File: src/rtl/synth_timing_pkg.sv
// rtl/synth_timing_pkg.sv - shared types and sizing helpers for the synth slot timing blocks
package synth_timing_pkg;

  typedef enum logic {SEQ_FREE = 1'b0, SEQ_TRIG = 1'b1} seq_mode_e;
  typedef enum logic {ST_IDLE = 1'b0, ST_RUN = 1'b1} seq_state_e;

  // Ceiling log2, never below 1 so a single-value field still has one bit.
  function automatic int clogb2(input int n);
    int r;
    r = 0;
    while ((1 << r) < n) r++;
    return (r < 1) ? 1 : r;
  endfunction

  function automatic int slot_width(input int voice_w, input int env_w);
    return voice_w + env_w;
  endfunction

  function automatic int env_div_calc(input longint clk_rate, input longint sample_rate,
                                      input longint channels, input longint voices,
                                      input longint envs);
    return int'(clk_rate / (sample_rate * channels * voices * envs));
  endfunction

endpackage

File: src/rtl/synth_ce_prescaler.sv
// rtl/synth_ce_prescaler.sv - modulo-DIV counter with enable and sync clear, registered terminal-count pulse
module synth_ce_prescaler
  import synth_timing_pkg::*;
#(
  parameter int DIV = 6
) (
  input  logic clk_i,
  input  logic rst_ni,
  input  logic en_i,
  input  logic clr_i,
  output logic tc_o,
  output logic tc_next_o
);

  localparam int CW = clogb2(DIV);
  localparam logic [CW-1:0] LAST = CW'(DIV - 1);

  logic [CW-1:0] cnt_q, cnt_d;
  logic          tc_q;

  always_comb begin
    cnt_d     = cnt_q;
    tc_next_o = 1'b0;
    if (clr_i) begin
      cnt_d = '0;
    end else if (en_i) begin
      cnt_d     = (cnt_q == LAST) ? '0 : cnt_q + 1'b1;
      tc_next_o = (cnt_d == LAST);
    end
  end

  always_ff @(posedge clk_i or negedge rst_ni) begin
    if (!rst_ni) begin
      cnt_q <= '0;
      tc_q  <= 1'b0;
    end else begin
      cnt_q <= cnt_d;
      tc_q  <= tc_next_o;
    end
  end

  assign tc_o = tc_q;

endmodule

File: src/rtl/synth_slot_sequencer.sv
// rtl/synth_slot_sequencer.sv - slot/channel sequencer producing env/osc clock enables and frame markers
module synth_slot_sequencer
  import synth_timing_pkg::*;
#(
  parameter int VOICE_WIDTH    = 5,
  parameter int ENV_WIDTH      = 3,
  parameter int OSC_RATIO      = 2,
  parameter int SYNTH_CHANNELS = 1,
  parameter int ENV_DIV        = 6,
  parameter int TRIG_MODE      = 0
) (
  input  logic                                        AUDIO_CLK,
  input  logic                                        reset_reg_N,
  input  logic                                        trig,
  input  logic                                        ovr_clr,
  output logic                                        env_ce,
  output logic                                        osc_ce,
  output logic [slot_width(VOICE_WIDTH, ENV_WIDTH)-1:0] xxxx,
  output logic [clogb2(SYNTH_CHANNELS)-1:0]           ch,
  output logic                                        xxxx_zero,
  output logic                                        frame_done,
  output logic                                        run,
  output logic                                        overrun
);

  localparam int SW  = slot_width(VOICE_WIDTH, ENV_WIDTH);
  localparam int CHW = clogb2(SYNTH_CHANNELS);
  localparam bit TRIGGERED = (TRIG_MODE == int'(SEQ_TRIG));
  localparam logic [CHW-1:0] CH_LAST  = CHW'(SYNTH_CHANNELS - 1);
  localparam logic [SW-1:0]  OSC_MASK = SW'(OSC_RATIO - 1);

  seq_state_e     state_q, state_d;
  logic           trig_q, armed_q;
  logic [SW-1:0]  xxxx_q, xxxx_d;
  logic [CHW-1:0] ch_q, ch_d;
  logic           zero_q, osc_q, osc_d, fd_q, fd_d, ovr_q, ovr_d;
  logic           rise, run_q, run_d, env_ce_w, tc_next;

  // armed_q keeps a trig held through reset release from looking like an edge.
  always_comb begin
    rise    = trig && !trig_q && armed_q;
    state_d = state_q;
    if (TRIGGERED) begin
      case (state_q)
        ST_IDLE: if (rise) state_d = ST_RUN;
        ST_RUN:  if (fd_q && !rise) state_d = ST_IDLE;
        default: state_d = ST_IDLE;
      endcase
    end else begin
      state_d = ST_RUN;
    end
    run_q = (state_q == ST_RUN);
    run_d = (state_d == ST_RUN);
  end

  // The prescaler sits at 0 on the entry cycle so the first slot is a full ENV_DIV long.
  synth_ce_prescaler #(.DIV(ENV_DIV)) u_prescaler (
    .clk_i     (AUDIO_CLK),
    .rst_ni    (reset_reg_N),
    .en_i      (run_q && run_d),
    .clr_i     (!run_d),
    .tc_o      (env_ce_w),
    .tc_next_o (tc_next)
  );

  always_comb begin
    xxxx_d = xxxx_q;
    ch_d   = ch_q;
    if (!run_d) begin
      xxxx_d = '0;
      ch_d   = '0;
    end else if (env_ce_w) begin
      xxxx_d = xxxx_q + 1'b1;
      if (&xxxx_q) ch_d = (ch_q == CH_LAST) ? '0 : ch_q + 1'b1;
    end
    osc_d = tc_next && ((xxxx_d & OSC_MASK) == OSC_MASK);
    fd_d  = tc_next && (&xxxx_d) && (ch_d == CH_LAST);
    // A set in the same cycle as a clear wins.
    if (TRIGGERED && run_q && rise && !fd_q) ovr_d = 1'b1;
    else if (ovr_clr)                        ovr_d = 1'b0;
    else                                     ovr_d = ovr_q;
  end

  always_ff @(posedge AUDIO_CLK or negedge reset_reg_N) begin
    if (!reset_reg_N) begin
      state_q <= ST_IDLE;
      trig_q  <= 1'b0;
      armed_q <= 1'b0;
      xxxx_q  <= '0;
      ch_q    <= '0;
      zero_q  <= 1'b0;
      osc_q   <= 1'b0;
      fd_q    <= 1'b0;
      ovr_q   <= 1'b0;
    end else begin
      state_q <= state_d;
      trig_q  <= trig;
      armed_q <= 1'b1;
      xxxx_q  <= xxxx_d;
      ch_q    <= ch_d;
      zero_q  <= (xxxx_q == '0);
      osc_q   <= osc_d;
      fd_q    <= fd_d;
      ovr_q   <= ovr_d;
    end
  end

  assign env_ce     = env_ce_w;
  assign osc_ce     = osc_q;
  assign xxxx       = xxxx_q;
  assign ch         = ch_q;
  assign xxxx_zero  = zero_q;
  assign frame_done = fd_q;
  assign run        = run_q;
  assign overrun    = ovr_q;

endmodule

File: config.mk
export PLATFORM = sky130hd
export DESIGN_NAME = synth_slot_sequencer
export DESIGN_NICKNAME = d
export VERILOG_FILES = /design/src/rtl/synth_timing_pkg.sv /design/src/rtl/synth_ce_prescaler.sv /design/src/rtl/synth_slot_sequencer.sv
export SDC_FILE = /design/constraint.sdc
export NUM_CORES = 1
export LEC_CHECK = 0
export BUFFER_PORTS_ARGS = -buffer_cell sky130_fd_sc_hd__buf_2
export CORE_MARGIN = 2
export CORE_UTILIZATION = 54
export DETAILED_ROUTE_END_ITERATION = 10
export HOLD_SLACK_MARGIN = 0.08
export PLACE_DENSITY = 0.81
export SYNTH_ARGS = -nofsm -noshare
export SYNTH_HDL_FRONTEND = slang
export SYNTH_SLANG_ARGS = --single-unit
File: constraint.sdc
create_clock -name AUDIO_CLK -period 3.1 [get_ports AUDIO_CLK]
set_clock_uncertainty 0.15 [all_clocks]
set_input_delay 0.775 -clock AUDIO_CLK [delete_from_list [all_inputs] [get_ports AUDIO_CLK]]
set_output_delay 0.775 -clock AUDIO_CLK [all_outputs]
set_load 0.005 [all_outputs]
# Word level (Yosys, flattened, before mapping)
# Index checks and enable logic that the tools add are counted.
# Widths: inputs -> output; s select.
# word_totals
reg_bits	17
elab_cells	26
# classes
eq_ne	2
addsub	3
n_mux	6
n_bitwise	1
reduce_logical	6
# op_table
operator	n
$reduce_and 8->1	2
$add 8x1->8 const B	1
$logic_not 8->1	1
$mux 8	1
$eq 3x3->1 const B	2
$mux 1	4
$add 3x1->3 const B	1
$logic_and 1x1->1	3
$mux 3	1
$add 1x1->1 const B	1
$not 1->1	1

# Logic depth before layout (Yosys ltp)
# logic_depth
word_depth	6
depth_mapped	6
mapped_depth_nobuf	6

# Hierarchy
# Synthesis repeated with hierarchy kept, for this count alone.
# hier_totals
cells_unflattened	67
hier_area_um2	787.0
# by_module_without_submodules
mod	seq_area_each_um2	cells_per_inst	area_per_inst_um2	n_inst
synth_slot_sequencer	325.3	53	614.3	1
synth_ce_prescaler	100.1	14	172.7	1

# Worst setup path after synthesis
# No wires, ideal clock.
# synth_path
path_kind	reg2reg
startpoint	register xxxx_q[0], in the netlist xxxx[0]
endpoint	register fd_q, in the netlist frame_done
required_ns	2.839
path_stages_with_launch	6
arrival_time_ns	1.786
slack_ns	1.053
n_path_buf	0
setup_time_ns	0.111
path_cell_list	dfrtp_1 ha_1 clkinv_1 or3_4 or3b_1 a2111oi_2
# synth_between
elab_chain_len	5
word_cells_on_any_way	9
cone_classes	add/sub: 1; mux: 3; bitwise: 1; reduce/logical: 4
# synth_rtl
item	line_no	rtl
start, declared	synth_slot_sequencer.sv:34	logic [SW-1:0] xxxx_q, xxxx_d;
start signal, assigned	synth_slot_sequencer.sv:89	xxxx_q <= '0;
start signal, assigned	synth_slot_sequencer.sv:99	xxxx_q <= xxxx_d;
$add 8x1->8 / $reduce_and 8->1 (equally long branches)	synth_slot_sequencer.sv:73, synth_slot_sequencer.sv:74	
$mux 8 / $mux 1 (equally long branches)	synth_slot_sequencer.sv:72, synth_slot_sequencer.sv:74	
$reduce_and 8->1 / $mux 1 (equally long branches)	synth_slot_sequencer.sv:77, synth_slot_sequencer.sv:72	
$logic_and 1x1->1 / $not 1->1 (equally long branches)	synth_slot_sequencer.sv:77	fd_d = tc_next && (&xxxx_d) && (ch_d == CH_LAST);
$logic_and 1x1->1 *	synth_slot_sequencer.sv:77	
via fd_d	synth_slot_sequencer.sv:36	logic zero_q, osc_q, osc_d, fd_q, fd_d, ovr_q, ovr_d;
end signal, assigned	synth_slot_sequencer.sv:93	fd_q <= 1'b0;
end signal, assigned	synth_slot_sequencer.sv:103	fd_q <= fd_d;
end, declared	synth_slot_sequencer.sv:36	
# The timed path passes the listed nets; every way through them passes the cells marked *.
# A chain may end at the register's enable or synchronous reset.

# Final worst setup path
# Same ends and word-level chain as after synthesis.

==> results.md <==
Status:
- The run finished with clean final reports.

Layout:
- The net count of the finished layout is 92.
- The count of non-filler cells in the finished layout is 100.
- The top cell types in the final layout, fill and taps aside, are sky130_fd_sc_hd__dfrtp_1 (17), sky130_fd_sc_hd__buf_2 (15), sky130_fd_sc_hd__nand2_1 (8).
- Compared with the post-synthesis result, the final layout area differs by 13.8%.
- The commonest non-fill, non-tap cell in the layout is sky130_fd_sc_hd__dfrtp_1.
- The number of antenna repair diodes is 0.
- The share of post-route cells with drive strength above 1 is 28.2%.

Placed design:
- Summed over all nets, the half-perimeter wirelength after detailed placement is 993 microns.
- The count of buffers added on input and output ports is 15.
- The worst slack at placement is 883 ps.
- The final weighted congestion of routability-driven global placement is 0.796.
- Once placement completed, the tool counted placed cells totaling 96.

Setup path:
- The critical path starts at xxxx[0].
- The start-to-end type of the worst setup path is flop to flop.
- The endpoint identified for the worst register-to-register timing path is frame_done.
- The signal on the critical path passes through ha_1 -> clkinv_1 -> or3_4 -> or3b_1 -> a2111oi_2.
- Data on the critical path arrives at its endpoint at 2270 ps.
- The endpoint type of the worst setup path is a flop.
- The delay of the slowest cell on the worst path is 490 ps.
- The worst register-to-register path has a setup slack of 850 ps.
- For the worst flop-to-flop path, the logic depth is 5.
- In this run the critical register-to-register path is launched from xxxx[0].
- Grouping stages by cell kind, the critical path spends the most delay in simple AND/OR/NAND/NOR gates.
- The critical-path maximum fanout is 7.
- The worst setup path is launched from a flop.
- Counting both buffers and inverters, the worst setup path holds a total of 1.
- The slowest stage of the critical path is the sky130_fd_sc_hd__dfrtp_1 cell.
- The data required time at the worst endpoint is 3130 ps.

Timing:
- The worst path needs 2250 ps of the cycle, external delays included.
- The hold violation count in the final report was 0.
- The timing-limited maximum frequency is 0.445 GHz.
- The post-layout worst setup margin is 854 ps.
- Setup violations remaining at the end of the flow were counted as 0.
- Across all hold checks on the routed design, the worst slack comes to 237 ps.
- Dividing the final minimum period by the clock period gives 72.5%.
- Setup repair after global routing left no endpoint under its margin.
- The sum of negative setup slack is 0 ps.
- The number of pins with negative max-slew slack in the final report came to 0.

Clocking:
- The root cell of the clock tree is sky130_fd_sc_hd__clkbuf_4.
- The tree built by TritonCTS fans out to 17 sinks.
- The number of CTS-inserted buffers is 3.
- In this run the deepest clock path goes through 2 buffers.
- The number of buffers inserted for hold repair after clock tree synthesis is 0.
- In this run the number of H-tree levels came out at 1.
- The post-CTS setup buffer count is 0.
- The later pin in the worst-skew pair is clocked with a latency of 280 ps.
- The quantity of gates resized following cts is 0.
- After clock tree synthesis, the clock-pin slew on the worst setup and hold paths is 100 ps.
- The clock tree from TritonCTS is built.

Logic synthesis:
- The synthesized netlist occupies a cell area of 769 sq um.
- Counting distinct cell types in the post-synthesis netlist gives 27.
- The number of nets in the synthesized netlist is 74.
- Summing the sequential cell areas from Yosys gives 55.3% of the chip area.
- Counting every instance in the synthesized netlist gives 68.
- The number of warning messages in the yosys log is 0.
- The most used flip-flop cell after synthesis is sky130_fd_sc_hd__dfrtp_1.
- A synthesized cell averages 11.3 sq um.
- The synthesized flop and latch total is 17.
- In this run, synthesis inferred 0 flip-flops with an integrated enable.
- Of all flip-flops after synthesis, the portion carrying an async set or reset was 100%.

Global routing:
- Global routing finished with a remaining overflow of 0.
- The number of antenna violations at the first check in global routing is 0.
- The maximum number of pins on one net before global-route repair is 18.
- The number of global-route vias before repair is 516.
- The overall global routing resource usage is 18.3%.
- The first global-routing pass estimated 2.42 mm of wire.

Flow run:
- The count of max-cap constraint violations is 0.

Pwr:
- The total power after layout is 556 uW.
- The leakage dissipation is 0.423 nW.
- Across the VDD grid, the largest voltage drop is 0.404 mV.
- The power density normalized to cell area is 635 nW/um^2.

Floorplan:
- The number of rows in the core area is 13.
- The height of the die is 41.8 microns.
- Once the floorplan was initialized, standard cells occupied 58.4% of the core.
- The core region is 1320 sq um.
- The die covers 1740 sq um.
- The die is 41.8 microns wide.
- The number of I/O pins is 19.

Detailed routing:
- The vias after detailed routing is 525.
- The initial DRC count is 9.
- Wires add up to 1.34 mm.
- The detail-routed net length per standard cell is 13.4 microns.
- The final antenna-violating net count is 0.
- In the routed layout, each cell is associated on average with a via count of 5.25.
- The first detailed-routing pass ran for 4 iterations.
- The residual DRC count is 0.

Worst hold path:
- The type of the most critical hold path is input port to asynchronous set/reset pin.
[sequential cells by signal, indices dropped and copies added (netlist names)]
register / flops
frame_done: 1
run: 1
osc_ce: 1
u_prescaler.cnt_q: 3
u_prescaler.tc_o: 1
xxxx: 8
ch: 1
xxxx_zero: 1
[cells by family after synthesis]
kind of cell	count (synthesis)	share of synthesized area [%]
compound gates	7	6.83
mux	1	1.46
fa+ha+maj	2	3.25
simple gates	25	19.2
flops	17	55.3
xor+xnor	8	9.11
other cells	2	0.976
buf+inv	6	3.90
[per-layer routing]
metal	share of wire, %	global-route usage (%)	up-vias
li1	-	-	259
met1	49	24.2	247
met2	45	28.4	17
met3	5.7	4.35	2
met4	0.90	7.74	0
met5	0	0	-
[area by class of cell]
cell class,instances,area [sq um]
Fill cell,104,442
Sequential cell,17,425
Multi-Input combinational cell,45,314
Timing Repair Buffer,15,75.1
Clock buffer,3,22.5
Tap cell,15,18.8
Inverter,4,15.0
Clock inverter,1,5.00
[Yosys cell counts, types with 2 or more instances]
library cell | n | area share [%]
sky130_fd_sc_hd__dfrtp_1 | 17 | 55
sky130_fd_sc_hd__nand2_1 | 8 | 3.9
sky130_fd_sc_hd__xnor2_1 | 6 | 6.8
sky130_fd_sc_hd__nor2_1 | 3 | 1.5
sky130_fd_sc_hd__buf_4 | 2 | 2.0
sky130_fd_sc_hd__clkinv_1 | 2 | 0.98
sky130_fd_sc_hd__conb_1 | 2 | 0.98
sky130_fd_sc_hd__ha_1 | 2 | 3.3
sky130_fd_sc_hd__inv_1 | 2 | 0.98
sky130_fd_sc_hd__nand2b_1 | 2 | 1.6
sky130_fd_sc_hd__nand3_1 | 2 | 1.3
sky130_fd_sc_hd__nand4_1 | 2 | 1.6
sky130_fd_sc_hd__nor4_1 | 2 | 1.6
sky130_fd_sc_hd__o21ai_0 | 2 | 1.3
sky130_fd_sc_hd__xor2_1 | 2 | 2.3
[metrics by stage]
| stage | instance area (sq um) | util [%] |
|---|---|---|
| global placement | 848 | 64.4 |
| detailed placement | 848 | 64.4 |
| CTS | 876 | 66.5 |
| floorplan | 769 | - |
| finish | 876 | 66.5 |
| global route | 876 | 66.5 |
[worst max-delay path by stage]
stage / end / slack, ps / depth (start not counted)
floorplan: frame_done / 1050 / 5
global placement: frame_done / 950 / 5
detailed placement: frame_done / 880 / 5
CTS: frame_done / 850 / 5
global route: frame_done / 720 / 5
finish: frame_done / 850 / 5
[power by group]
group	internal [mW]	switching, mW	leakage (nW)
Sequential	0.265	0.0523	0.224
Combinational	0.0631	0.0599	0.181
Clock	0.0478	0.0674	0.0177
Note: power is estimated with default switching activity, not from simulation.
